File: src/rtl/axi_txn_pkg.sv
// Shared definitions for the AXI transaction arbiter.
//   - Default parameter values (requester count, address width, WAIT timeout).
//   - FSM state encoding: IDLE, ISSUE, WAIT, CMPL.
//   - idx_width(): index width helper that never returns 0.
package axi_txn_pkg;

  localparam int unsigned DEF_NUM_REQ     = 4;
  localparam int unsigned DEF_ADDR_W      = 32;
  localparam int unsigned DEF_TIMEOUT_CYC = 4096;

  localparam logic [1:0] StIdle  = 2'd0;
  localparam logic [1:0] StIssue = 2'd1;
  localparam logic [1:0] StWait  = 2'd2;
  localparam logic [1:0] StCmpl  = 2'd3;

  function automatic int unsigned idx_width(input int unsigned n);
    return (n > 1) ? $clog2(n) : 1;
  endfunction

endpackage

File: src/rtl/rr_select.sv
// Combinational round-robin selector.
// Picks the lowest set request index at or above ptr_i, wrapping modulo NUM_REQ.
// Ports:
//   req_i     - request vector
//   ptr_i     - round-robin start pointer
//   gnt_oh_o  - one-hot winner (all zero when no request)
//   gnt_idx_o - winner index
//   valid_o   - at least one request present
module rr_select
  import axi_txn_pkg::*;
#(
  parameter int unsigned NUM_REQ = DEF_NUM_REQ,
  parameter int unsigned IDX_W   = idx_width(NUM_REQ)
) (
  input  logic [NUM_REQ-1:0] req_i,
  input  logic [IDX_W-1:0]   ptr_i,
  output logic [NUM_REQ-1:0] gnt_oh_o,
  output logic [IDX_W-1:0]   gnt_idx_o,
  output logic               valid_o
);

  always_comb begin
    logic             found;
    logic [IDX_W-1:0] cand;
    found     = 1'b0;
    cand      = '0;
    gnt_oh_o  = '0;
    gnt_idx_o = '0;
    for (int unsigned off = 0; off < NUM_REQ; off++) begin
      cand = IDX_W'((32'(ptr_i) + off) % NUM_REQ);
      if (!found && req_i[cand]) begin
        found           = 1'b1;
        gnt_oh_o[cand]  = 1'b1;
        gnt_idx_o       = cand;
      end
    end
    valid_o = found;
  end

endmodule

File: src/rtl/axi_txn_arbiter.sv
// Round-robin arbiter sharing one AXI full master among NUM_REQ requesters.
// Optional WAIT timeout is compiled in with macro AXI_TXN_TIMEOUT_EN.
// Ports:
//   AXI_ACLK, AXI_ARESETN - clock, async active-low reset
//   REQ, REQ_ADDR         - level requests and per-requester base addresses
//   GNT, DONE, ERR        - one-cycle one-hot grant / completion / timeout pulses
//   INIT_AXI_TXN          - start pulse to the master
//   TXN_ADDR              - base address presented to the master
//   TXN_DONE              - master completion level
//   BUSY                  - high whenever the FSM is not idle
module axi_txn_arbiter
  import axi_txn_pkg::*;
#(
  parameter int unsigned NUM_REQ     = DEF_NUM_REQ,
  parameter int unsigned ADDR_W      = DEF_ADDR_W,
  parameter int unsigned TIMEOUT_CYC = DEF_TIMEOUT_CYC
) (
  input  logic                      AXI_ACLK,
  input  logic                      AXI_ARESETN,
  input  logic [NUM_REQ-1:0]        REQ,
  input  logic [NUM_REQ*ADDR_W-1:0] REQ_ADDR,
  output logic [NUM_REQ-1:0]        GNT,
  output logic [NUM_REQ-1:0]        DONE,
  output logic [NUM_REQ-1:0]        ERR,
  output logic                      INIT_AXI_TXN,
  output logic [ADDR_W-1:0]         TXN_ADDR,
  input  logic                      TXN_DONE,
  output logic                      BUSY
);

  localparam int unsigned IdxW = idx_width(NUM_REQ);

  logic [1:0]         state_q, state_d;
  logic [IdxW-1:0]    ptr_q, ptr_d;
  logic [IdxW-1:0]    winner_q, winner_d;
  logic [ADDR_W-1:0]  addr_q, addr_d;
  logic               init_q, init_d;
  logic               busy_q, busy_d;
  logic [NUM_REQ-1:0] gnt_q, gnt_d;
  logic [NUM_REQ-1:0] done_q, done_d;
  logic [NUM_REQ-1:0] err_q, err_d;
  logic               txn_done_q, txn_done_prev_q;
  logic               arm_q;

  logic [NUM_REQ-1:0] sel_oh;
  logic [IdxW-1:0]    sel_idx;
  logic               sel_valid;
  logic [ADDR_W-1:0]  sel_addr;
  logic [NUM_REQ-1:0] winner_oh;
  logic               txn_rise;
  logic               timeout;

  rr_select #(
    .NUM_REQ (NUM_REQ),
    .IDX_W   (IdxW)
  ) u_rr_select (
    .req_i     (REQ),
    .ptr_i     (ptr_q),
    .gnt_oh_o  (sel_oh),
    .gnt_idx_o (sel_idx),
    .valid_o   (sel_valid)
  );

  assign sel_addr = REQ_ADDR[32'(sel_idx) * ADDR_W +: ADDR_W];

  // TXN_DONE is registered once, then compared against its previous sample, so a level
  // left high by an earlier transaction never looks like a new completion.
  assign txn_rise = txn_done_q & ~txn_done_prev_q;

  always_comb begin
    winner_oh           = '0;
    winner_oh[winner_q] = 1'b1;
  end

`ifdef AXI_TXN_TIMEOUT_EN
  localparam int unsigned CntW = idx_width(TIMEOUT_CYC);

  logic [CntW-1:0] cnt_q, cnt_d;

  // Zero in ISSUE, so the first WAIT cycle sees 0.
  assign cnt_d   = (state_q == StWait) ? cnt_q + 1'b1 : '0;
  assign timeout = (cnt_q == CntW'(TIMEOUT_CYC - 1));

  always_ff @(posedge AXI_ACLK or negedge AXI_ARESETN) begin
    if (!AXI_ARESETN) begin
      cnt_q <= '0;
    end else begin
      cnt_q <= cnt_d;
    end
  end
`else
  logic unused_timeout_cfg;

  assign timeout            = 1'b0;
  assign unused_timeout_cfg = (TIMEOUT_CYC != 0);
`endif

  always_comb begin
    state_d  = state_q;
    ptr_d    = ptr_q;
    winner_d = winner_q;
    addr_d   = addr_q;
    init_d   = 1'b0;
    gnt_d    = '0;
    done_d   = '0;
    err_d    = '0;
    case (state_q)
      StIdle: begin
        // arm_q holds off arbitration until the second edge after reset release.
        if (arm_q && sel_valid) begin
          state_d  = StIssue;
          winner_d = sel_idx;
          addr_d   = sel_addr;
          init_d   = 1'b1;
          gnt_d    = sel_oh;
        end
      end
      StIssue: begin
        state_d = StWait;
      end
      StWait: begin
        if (txn_rise) begin
          state_d = StCmpl;
          done_d  = winner_oh;
        end else if (timeout) begin
          state_d = StCmpl;
          err_d   = winner_oh;
        end
      end
      StCmpl: begin
        state_d = StIdle;
        ptr_d   = (winner_q == IdxW'(NUM_REQ - 1)) ? '0 : winner_q + 1'b1;
      end
      default: begin
        state_d = StIdle;
      end
    endcase
    busy_d = (state_d != StIdle);
  end

  always_ff @(posedge AXI_ACLK or negedge AXI_ARESETN) begin
    if (!AXI_ARESETN) begin
      state_q         <= StIdle;
      ptr_q           <= '0;
      winner_q        <= '0;
      addr_q          <= '0;
      init_q          <= 1'b0;
      busy_q          <= 1'b0;
      gnt_q           <= '0;
      done_q          <= '0;
      err_q           <= '0;
      txn_done_q      <= 1'b0;
      txn_done_prev_q <= 1'b0;
      arm_q           <= 1'b0;
    end else begin
      state_q         <= state_d;
      ptr_q           <= ptr_d;
      winner_q        <= winner_d;
      addr_q          <= addr_d;
      init_q          <= init_d;
      busy_q          <= busy_d;
      gnt_q           <= gnt_d;
      done_q          <= done_d;
      err_q           <= err_d;
      txn_done_q      <= TXN_DONE;
      txn_done_prev_q <= txn_done_q;
      arm_q           <= 1'b1;
    end
  end

  assign GNT          = gnt_q;
  assign DONE         = done_q;
  assign ERR          = err_q;
  assign INIT_AXI_TXN = init_q;
  assign TXN_ADDR     = addr_q;
  assign BUSY         = busy_q;

endmodule

File: config.mk
export PLATFORM = sky130hd
export DESIGN_NAME = axi_txn_arbiter
export DESIGN_NICKNAME = d
export VERILOG_FILES = /design/src/rtl/axi_txn_pkg.sv /design/src/rtl/rr_select.sv /design/src/rtl/axi_txn_arbiter.sv
export SDC_FILE = /design/constraint.sdc
export NUM_CORES = 1
export LEC_CHECK = 0
export ABC_AREA = 0
export BUFFER_PORTS_ARGS = -buffer_cell sky130_fd_sc_hd__buf_4
export CAP_MARGIN = 20
export CORE_ASPECT_RATIO = 1.25
export CORE_MARGIN = 4
export CORE_UTILIZATION = 45
export CTS_CLUSTER_DIAMETER = 120
export CTS_CLUSTER_SIZE = 20
export DETAILED_ROUTE_END_ITERATION = 10
export PLACE_DENSITY = 0.82
export REMOVE_ABC_BUFFERS = 1
export SYNTH_ARGS = -nofsm -noshare
export SYNTH_HDL_FRONTEND = slang
export SYNTH_HIERARCHICAL = 1
export SYNTH_SLANG_ARGS = --single-unit
File: constraint.sdc
create_clock -name AXI_ACLK -period 3.3 [get_ports AXI_ACLK]
set_input_delay 0.66 -clock AXI_ACLK [delete_from_list [all_inputs] [get_ports AXI_ACLK]]
set_output_delay 0.66 -clock AXI_ACLK [all_outputs]
set_load 0.02 [all_outputs]
==> results of run 1 <==
worst register-to-register path, cell delays in order, from the launching register on:
cell and delay (ns):
sky130_fd_sc_hd__dfrtp_1 0.49, sky130_fd_sc_hd__inv_1 0.12, sky130_fd_sc_hd__ha_1 0.36, sky130_fd_sc_hd__mux4_2 0.37, sky130_fd_sc_hd__buf_4 0.20, sky130_fd_sc_hd__nor4b_4 0.29, sky130_fd_sc_hd__nor2_1 0.10, sky130_fd_sc_hd__a32o_4 0.45
sky130_fd_sc_hd__mux4_2 0.39, sky130_fd_sc_hd__mux2_4 0.27
layer usage:
metal / share of wire (%) / GRT usage [%] / wire length (um)
met1: 36 / 24.17 / 3272
met5: 0 / 0 / 0
met2: 54 / 37.08 / 4953
met3: 7.8 / 5.560 / 714
met4: 2.2 / 5.317 / 203
cells by family (layout without fill, tap and decap cells):
family / after synthesis / in the layout / share of synthesized area (%)
and+or+nand+nor: 22 / 22 / 4.526
buffers and inverters: 27 / 204 / 6.162
muxes: 75 / 75 / 41.46
DFF: 51 / 51 / 38.80
adders and majority gates: 12 / 12 / 4.564
other: 2 / 5 / 0.2283
AOI/OAI and AO/OA: 20 / 20 / 4.260
state kept, by name, summed over array words and instances, names as in the netlist:
register         cells
BUSY                 1
DONE                 4
GNT                  4
INIT_AXI_TXN         1
TXN_ADDR            32
arm_q                1
ptr_q                2
state_q              2
txn_done_prev_q      1
txn_done_q           1
winner_q             2
cells in the mapped netlist, types with 2 or more instances:
library cell                n  area share [%]
sky130_fd_sc_hd__mux4_1     2             1.6
sky130_fd_sc_hd__mux2i_1    2            0.61
sky130_fd_sc_hd__o21ai_0    6            0.91
sky130_fd_sc_hd__conb_1     2            0.23
sky130_fd_sc_hd__mux2_2     8             2.7
sky130_fd_sc_hd__clkbuf_1   2            0.23
sky130_fd_sc_hd__nand2b_1   2            0.38
sky130_fd_sc_hd__mux2_4    29              13
sky130_fd_sc_hd__buf_2      3            0.46
sky130_fd_sc_hd__buf_6      3             1.0
sky130_fd_sc_hd__buf_4      7             1.6
sky130_fd_sc_hd__a22oi_1    8             1.8
sky130_fd_sc_hd__ha_1      12             4.6
sky130_fd_sc_hd__dfrtp_1   51              39
sky130_fd_sc_hd__o211ai_1   2            0.46
sky130_fd_sc_hd__mux4_2    34              23
sky130_fd_sc_hd__and2_1     8             1.5
sky130_fd_sc_hd__inv_1      8            0.91
sky130_fd_sc_hd__nor2_1     4            0.46
sky130_fd_sc_hd__buf_12     3             1.8
cell type report:
type | count | area (um2)
Timing Repair Buffer | 187 | 1429
Clock inverter | 2 | 12.51
Sequential cell | 51 | 1276
Tap cell | 90 | 112.6
Clock buffer | 6 | 72.57
Fill cell | 534 | 2236
Inverter | 9 | 33.78
Multi-Input combinational cell | 134 | 1847
path summary, 6_finish.rpt:
kind / slack (ns) / from / endpoint
setup / recovery: 0.15 / ptr_q[0] / TXN_ADDR[18]
hold / removal: 0.38 / AXI_ARESETN / TXN_ADDR[5]
setup reg to reg: 0.15 / ptr_q[0] / TXN_ADDR[18]
hold reg to reg: 0.41 / txn_done_q / txn_done_prev_q
max in group asynchronous: 2.48 / AXI_ARESETN / TXN_ADDR[9]
min in group AXI_ACLK: 0.41 / txn_done_q / txn_done_prev_q
where the power goes:
part           internal, uW  switching [uW]  total, uW  leakage (uW)
sequential              900             175       1080      0.000619
clock                   149             197        346     0.0000412
combinational          1950            1510       3460       0.00165
stage by stage:
| step | utilization (%) | hold slack, ns |
|---|---|---|
| final | 68.15 | 0.3806 |
| after detailed placement | 66.79 | 0.3882 |
| after global routing | 68.15 | 0.4228 |
| after global placement | 66.79 | 0.3841 |
| after CTS | 68.15 | 0.4011 |
| after floorplan | - | 0.3644 |
==> impl_metrics.json, run 1 <==
{
  "remaining_drc_errors": 0,
  "wl_per_cell_um": 19.09,
  "postRouteAntennaNets": 0,
  "cp.arrival_ns": 3.33,
  "maxSlewViolCount": 0,
  "final_area_um2": 4783,
  "route.vias.total": 2565,
  "critical-path-top-cell-by-count": "sky130_fd_sc_hd__mux4_2",
  "tritoncts": "done",
  "placed_cells": 471,
  "number_of_synthesized_flops_with_an_enable_pin": 0,
  "root_cell_of_the_clock_tree": "sky130_fd_sc_hd__clkbuf_8",
  "pre_cts_slack_ns": -0.08000,
  "clock_insertion_delay_at_the_later_pin_of_the_skew_report_ns": 0.29,
  "antennaDiodeCount": 0,
  "final_common_cell": "sky130_fd_sc_hd__buf_4",
  "run_status": "finished, final reports clean",
  "finalNetCount": 535,
  "holdBufCountCts": 0,
  "critical_path.startpoint_type": "register",
  "worstHoldPathType": "primary input to asynchronous set/reset pin",
  "fin_worst_skew_ns": 0.007803,
  "power_uw": 4877,
  "grt_antenna_before_repair": 0,
  "count_of_instances_resized_after_the_clock_tree_is_built": 1,
  "fin_setup_tns_ns": 0,
  "cellLeakagePower_uw": 0.002307,
  "share_of_cells_above_drive_strength_1_pct": 69.41,
  "worst_path_max_delay_cell": "sky130_fd_sc_hd__dfrtp_1",
  "placement.io_buffers": 176,
  "worst_setup_path_end_kind": "register",
  "ys_seq_elements": 51,
  "yosysWarningCount": 6,
  "dp.final_hpwl_um": 7420,
  "kind_of_critical_path": "register to register",
  "dr.pass1.iters": 4,
  "crit_chain": "inv_1 > ha_1 > mux4_2 > buf_4 > nor4b_4 > nor2_1 > a32o_4 > mux4_2 > mux2_4",
  "post-cts-setup-buffers": 0,
  "grt_first_pass_wirelength_um": 14390,
  "floorplan.initialDensity_pct": 46.86,
  "cts.reportedPaths.clkPinSlew_ns": 0.09,
  "timing.reg2reg.worst_path_depth": 9,
  "grt_setup_unrepaired": "false",
  "distinct_cell_type_count_of_the_synthesized_netlist": 33,
  "final.min_clock_period_ns": 3.151,
  "buffers_from_clock_root_to_sink_at_most": 2,
  "report.final.setup_viol": 0,
  "gp_routability_congestion": 0.9193,
  "critical-path-top-delay-family": "multiplexers",
  "post_dp_cell_area_um2": 4688,
  "mostFrequentLayoutCells": "185 x sky130_fd_sc_hd__buf_4, 51 x sky130_fd_sc_hd__dfrtp_1, 34 x sky130_fd_sc_hd__mux4_2",
  "hold_viol_final": 0,
  "pin_count_of_the_biggest_net_entering_global_routing": 52,
  "floorplan.die.height_um": 103.6,
  "postSynth.asyncResetShare_pct": 100.0,
  "number_of_violations_reported_at_the_end_of_detailed_routing_iteration_0": 152,
  "postSynthCellCount": 209,
  "drv_cap": 0,
  "detail_route.vias_per_cell": 5.355,
  "synth_area_per_cell_um2": 15.74,
  "yosys_most_used_dff": "sky130_fd_sc_hd__dfrtp_1",
  "clock-sinks": 51,
  "cts.htree.levels": 2,
  "cpPeakStageDelay_ns": 0.49,
  "worst-path-buf-inv": 2,
  "core_area_um2": 7019,
  "final-instance-count-excl-fill": 479,
  "rows": 34,
  "timing.critical_path.fanout_max": 33,
  "tritoncts.num_buffers": 5,
  "yosysSeqAreaShare_pct": 38.80,
  "wl_um": 9144,
  "area_enclosed_by_the_die_boundary_um2": 8750,
  "die_w_um": 84.47,
  "grt_overflow_total": 0,
  "max-slew-margin-rel_pct": 56.87,
  "mappedNetlistArea_um2": 3289,
  "grtUsageTotal_pct": 20.63,
  "slew_at_the_pin_closest_to_its_max_slew_limit_ns": 0.6470,
  "top_ports": 181,
  "achievable-frequency_ghz": 0.3174,
  "worst_ir_drop_vdd_uv": 1024,
  "worst-path-stages": 9,
  "postLayoutSetupSlackWorst_ns": 0.1493,
  "worstPathRequired_ns": 3.48,
  "area_delta_synth_final_pct": 45.42,
  "power_density_nw_per_um2": 1020,
  "grt_pass1_vias": 2660,
  "final.period_utilization_pct": 95.48
}
Note: power is estimated with default switching activity, not from simulation.
==> inputs of run 2 (changes only) <==
- BUFFER_PORTS_ARGS: -buffer_cell sky130_fd_sc_hd__buf_4 -> -buffer_cell sky130_fd_sc_hd__buf_2
- CAP_MARGIN: 20 -> 5
==> run 2 against run 1 <==
Power fell by 1.8%. Critical endpoint is now TXN_ADDR[2]. Non-clock buffer count did not move. Largest power group unchanged. Register-to-register slack improved by 0.17 ns. Largest cell class unchanged.
==> impl_metrics.json, run 2 (synthesized netlist as in run 1, its figures left out) <==
{
  "clock_insertion_delay_at_the_later_pin_of_the_skew_report_ns": 0.30,
  "pre_cts_slack_ns": -0.1309,
  "dp.final_hpwl_um": 6985,
  "mostFrequentLayoutCells": "176 x sky130_fd_sc_hd__buf_2, 51 x sky130_fd_sc_hd__dfrtp_1, 34 x sky130_fd_sc_hd__mux4_2",
  "maxSlewViolCount": 0,
  "number_of_violations_reported_at_the_end_of_detailed_routing_iteration_0": 70,
  "dr.pass1.iters": 4,
  "final.min_clock_period_ns": 2.977,
  "finalNetCount": 535,
  "largest_register_ffs": 32,
  "grt_antenna_before_repair": 0,
  "share_of_cells_above_drive_strength_1_pct": 69.67,
  "cts.htree.levels": 2,
  "tritoncts.num_buffers": 5,
  "report.final.setup_viol": 0,
  "clock-sinks": 51,
  "antennaDiodeCount": 0,
  "hold_viol_final": 0,
  "worstHoldPathType": "primary input to asynchronous set/reset pin",
  "cts.reportedPaths.clkPinSlew_ns": 0.10,
  "wl_um": 8746,
  "crit_chain": "inv_1 > ha_1 > mux4_2 > buf_4 > nor4b_4 > nor2_1 > a32o_4 > mux4_2 > mux2_4",
  "pin_count_of_the_biggest_net_entering_global_routing": 34,
  "area_delta_synth_final_pct": 32.86,
  "drv_cap": 0,
  "worst_ir_drop_vdd_uv": 1007,
  "timing.hold.ws_ns": 0.3917,
  "root_cell_of_the_clock_tree": "sky130_fd_sc_hd__clkbuf_8",
  "grt_setup_unrepaired": "false",
  "postLayoutSetupSlackWorst_ns": 0.3227,
  "fill_cell_count": 556,
  "r2r_slack_ns": 0.32,
  "grtUsageTotal_pct": 20.01,
  "timing.critical_path.fanout_max": 33,
  "cp.arrival_ns": 3.16,
  "grt_overflow_total": 0,
  "tritoncts": "done",
  "critical_path.startpoint_type": "register",
  "cellLeakagePower_uw": 0.002181,
  "worst_path_max_delay_cell": "sky130_fd_sc_hd__a32o_4",
  "power_density_nw_per_um2": 1096,
  "placement.io_buffers": 176,
  "rows": 34,
  "top_ports": 181,
  "postRouteAntennaNets": 0,
  "gp_routability_congestion": 0.8517,
  "floorplan.die.height_um": 103.6,
  "area_enclosed_by_the_die_boundary_um2": 8750,
  "slew_at_the_pin_closest_to_its_max_slew_limit_ns": 0.6940,
  "worst_setup_path_end_kind": "register",
  "wl_per_cell_um": 18.26,
  "grt_pass1_vias": 2833,
  "fin_util_pct": 62.26,
  "worst-path-buf-inv": 2,
  "grt_first_pass_wirelength_um": 14190,
  "critical-path-top-delay-family": "multiplexers",
  "kind_of_critical_path": "register to register",
  "buffers_from_clock_root_to_sink_at_most": 2,
  "critical-path-top-cell-by-count": "sky130_fd_sc_hd__mux4_2",
  "die_w_um": 84.47,
  "max-slew-margin-rel_pct": 53.73,
  "core_area_um2": 7019,
  "route.vias.total": 2525,
  "achievable-frequency_ghz": 0.3359,
  "remaining_drc_errors": 0,
  "worstPathRequired_ns": 3.49,
  "cpPeakStageDelay_ns": 0.46,
  "post-cts-setup-buffers": 0,
  "final_common_cell": "sky130_fd_sc_hd__buf_2",
  "detail_route.vias_per_cell": 5.271,
  "run_status": "finished, final reports clean",
  "floorplan.initialDensity_pct": 46.86,
  "holdBufCountCts": 0,
  "final.period_utilization_pct": 90.22,
  "fin_worst_skew_ns": 0.006841
}
run 2: final cells by class:
| class | count | area (um2) | area share (%) |
|---|---|---|---|
| clock buffer | 5 | 68.82 | 1.575 |
| clock inverter | 3 | 43.79 | 1.002 |
| inverter | 9 | 33.78 | 0.7730 |
| multi-input combinational | 134 | 1847 | 42.26 |
| sequential | 51 | 1276 | 29.20 |
| tap | 90 | 112.6 | 2.577 |
| timing repair buffer | 187 | 988.4 | 22.62 |
run 2: timing repair:
action	4_1_cts	5_1_grt
endpoints found under the hold margin	0	0
gates resized for setup	0	1
setup endpoints to repair	0	32
run 2: final timing paths:
path / cells past startpoint / startpoint / endpoint
worst max-delay path: 9 / ptr_q[1] / TXN_ADDR[2]
min in group AXI_ACLK: 0 / txn_done_q / txn_done_prev_q
worst min-delay path: 1 / AXI_ARESETN / TXN_ADDR[5]
max in group asynchronous: 2 / AXI_ARESETN / winner_q[0]
worst max register to register: 9 / ptr_q[1] / TXN_ADDR[2]
worst min register to register: 0 / txn_done_q / txn_done_prev_q
run 2: metrics by stage:
step | cell area, um2 | cells | setup TNS (ns) | total power, uW
3_5_place_dp | 4248 | 471 | -3.565 | 4401
2_1_floorplan | 3132 | 194 | -113.53 | 3499
6_report | 4370 | 479 | 0 | 4791
3_3_place_gp | 4248 | 471 | 0 | 4273
4_1_cts | 4360 | 479 | 0 | 4851
5_1_grt | 4370 | 479 | 0 | 5122
run 2: where the power goes:
part	total (uW)	switching [uW]	internal, uW
logic	3310	1540	1780
registers	1050	148	900
clock network	431	205	226
run 2: metal layers:
layer / track usage, % / wire (um) / vias up
li1: - / - / 1156
met1: 22.66 / 3150 / 1254
met4: 3.846 / 51 / 0
met5: 0 / 0 / -
met3: 5.083 / 689 / 6
met2: 37.70 / 4854 / 109
==> inputs of run 3 (changes only) <==
- CORE_UTILIZATION: 45 -> 46
- CTS_BUF_LIST: unset -> sky130_fd_sc_hd__clkbuf_8
- PLACE_DENSITY: 0.82 -> 0.83
==> run 3 against run 2 <==
Worst hold slack worse by 0.065 ns. Sequential share of layout area is 0.14 points higher. Global-route usage increased by 0.39 points. Clock power decreased by 17%. Non-clock buffer count did not move. Setup slack lost 0.16 ns. First-iteration DRC count grew 51%. Clock-buffer cell count is the same. Critical path type unchanged. Highest routed layer is now met5.
==> impl_metrics.json, run 3 (synthesized netlist as in run 1, its figures left out) <==
{
  "tritoncts": "done",
  "power.internal_uw": 2806,
  "mostFrequentLayoutCells": "176 x sky130_fd_sc_hd__buf_2, 51 x sky130_fd_sc_hd__dfrtp_1, 34 x sky130_fd_sc_hd__mux4_2",
  "report.final.setup_viol": 0,
  "number_of_violations_reported_at_the_end_of_detailed_routing_iteration_0": 106,
  "dr.pass1.iters": 5,
  "pin_count_of_the_biggest_net_entering_global_routing": 34,
  "floorplan.initialDensity_pct": 47.15,
  "cpPeakStageDelay_ns": 0.68,
  "fin_worst_skew_ns": 0.004787,
  "rows": 34,
  "critical-path-top-delay-family": "multiplexers",
  "combinationalPowerShare_pct": 70.1,
  "hold_viol_final": 0,
  "clock-sinks": 51,
  "worst-path-buf-inv": 2,
  "wl_per_cell_um": 19.01,
  "grtUsageTotal_pct": 20.41,
  "root_cell_of_the_clock_tree": "sky130_fd_sc_hd__clkbuf_8",
  "route.vias.total": 2629,
  "power_switching_share_pct": 40.48,
  "cts.reportedPaths.clkPinSlew_ns": 0.10,
  "max-slew-margin-rel_pct": 65.14,
  "timing.critical_path.fanout_max": 24,
  "final-instance-count-excl-fill": 480,
  "critical_path.startpoint_type": "register",
  "postRouteAntennaNets": 0,
  "drv_cap": 0,
  "detail_route.vias_per_cell": 5.477,
  "floorplan.die.height_um": 102.5,
  "timing.reg2reg.worst_path_depth": 8,
  "placement.io_buffers": 176,
  "final_common_cell": "sky130_fd_sc_hd__buf_2",
  "top_ports": 181,
  "worst_path_max_delay_cell": "sky130_fd_sc_hd__mux4_1",
  "cellLeakagePower_uw": 0.002161,
  "placed_cells": 471,
  "worst-path-stages": 8,
  "worst_setup_path_end_kind": "register",
  "wl_um": 9124,
  "pwr-share-seq_pct": 22.4,
  "kind_of_critical_path": "register to register",
  "die_w_um": 83.64,
  "gp_routability_congestion": 0.9083,
  "buffers_from_clock_root_to_sink_at_most": 2,
  "power_uw": 4714,
  "switchingPower_uw": 1908,
  "tritoncts.num_buffers": 5,
  "core_area_um2": 6977,
  "clock_insertion_delay_at_the_later_pin_of_the_skew_report_ns": 0.30,
  "grt_setup_unrepaired": "false",
  "final.min_clock_period_ns": 3.133,
  "largest_register_ffs": 32,
  "maxSlewViolCount": 0,
  "postLayoutSetupSlackWorst_ns": 0.1670,
  "finalNetCount": 535,
  "final_area_um2": 4349,
  "slew_at_the_pin_closest_to_its_max_slew_limit_ns": 0.5229,
  "area_enclosed_by_the_die_boundary_um2": 8576,
  "remaining_drc_errors": 0,
  "achievable-frequency_ghz": 0.3192,
  "crit_chain": "buf_4 > mux4_1 > and2b_2 > o21ai_0 > o31ai_4 > buf_12 > mux4_2 > mux2_4",
  "grt_first_pass_wirelength_um": 13830,
  "worstPathRequired_ns": 3.49,
  "grt_pass1_vias": 2727,
  "final.period_utilization_pct": 94.94,
  "pre_cts_slack_ns": -0.1754,
  "cts.htree.levels": 2,
  "dp.final_hpwl_um": 7201,
  "share_of_cells_above_drive_strength_1_pct": 69.67,
  "clockPowerShare_pct": 7.5,
  "post-cts-setup-buffers": 0,
  "grt_antenna_before_repair": 1,
  "worst_ir_drop_vdd_uv": 886.2,
  "area_delta_synth_final_pct": 32.22,
  "post_dp_cell_area_um2": 4248,
  "power_density_nw_per_um2": 1084,
  "worstHoldPathType": "primary input to asynchronous set/reset pin",
  "grt_overflow_total": 0,
  "cp.arrival_ns": 3.32,
  "run_status": "finished, final reports clean"
}
[run 3: path summary, 6_finish.rpt]
| path | start | endpoint | slack, ns |
|---|---|---|---|
| worst max-delay path | ptr_q[1] | TXN_ADDR[26] | 0.17 |
| worst min-delay path | AXI_ARESETN | TXN_ADDR[19] | 0.33 |
| worst max register to register | ptr_q[1] | TXN_ADDR[26] | 0.17 |
| worst min register to register | txn_done_q | txn_done_prev_q | 0.41 |
| max in group asynchronous | AXI_ARESETN | GNT[2] | 2.20 |
| min in group AXI_ACLK | txn_done_q | txn_done_prev_q | 0.41 |
[run 3: final cells by class]
class | instances | area (um2)
diodes | 1 | 2.502
inverters | 9 | 33.78
repair buffers | 187 | 988.4
clock buffers | 5 | 68.82
well taps | 90 | 112.6
flip-flops and latches | 51 | 1276
multi-input cells | 134 | 1847
clock inverters | 3 | 20.02
fillers | 580 | 2628
[run 3: what timing repair did]
item,CTS,global route
setup endpoints to repair,32,0
gates resized for setup,1,0
hold buffers,0,0
[run 3: power by group through the flow]
stage	combinational, uW	clock, uW	sequential, uW
3_5_place_dp	3310	0	1060
6_report	3300	356	1060
5_1_grt	3520	398	1090
4_1_cts	3320	373	1060
3_3_place_gp	3190	0	1050
2_1_floorplan	2140	0	1360
[run 3: worst register-to-register path: stages, from the launching register on]
cell                      delay (ns)
sky130_fd_sc_hd__dfrtp_1        0.45
sky130_fd_sc_hd__buf_4          0.18
sky130_fd_sc_hd__mux4_1         0.69
sky130_fd_sc_hd__and2b_2        0.29
sky130_fd_sc_hd__o21ai_0        0.29
sky130_fd_sc_hd__o31ai_4        0.18
sky130_fd_sc_hd__buf_12         0.22
sky130_fd_sc_hd__mux4_2         0.46
sky130_fd_sc_hd__mux2_4         0.28
[run 3: per-layer routing]
metal	global-route usage (%)	wire, um
met5	0	12
met4	6.559	174
met3	5.596	766
met2	38.21	4932
met1	22.63	3238
[run 3: per-stage QoR]
stage	TNS [ns]	utilization (%)	hold slack, ns
4_1_cts	0	62.30	0.3351
6_report	0	62.34	0.3267
5_1_grt	0	62.30	0.3593
3_5_place_dp	-4.800	60.89	0.3951
3_3_place_gp	0	60.89	0.3795
2_1_floorplan	-113.53	-	0.3644
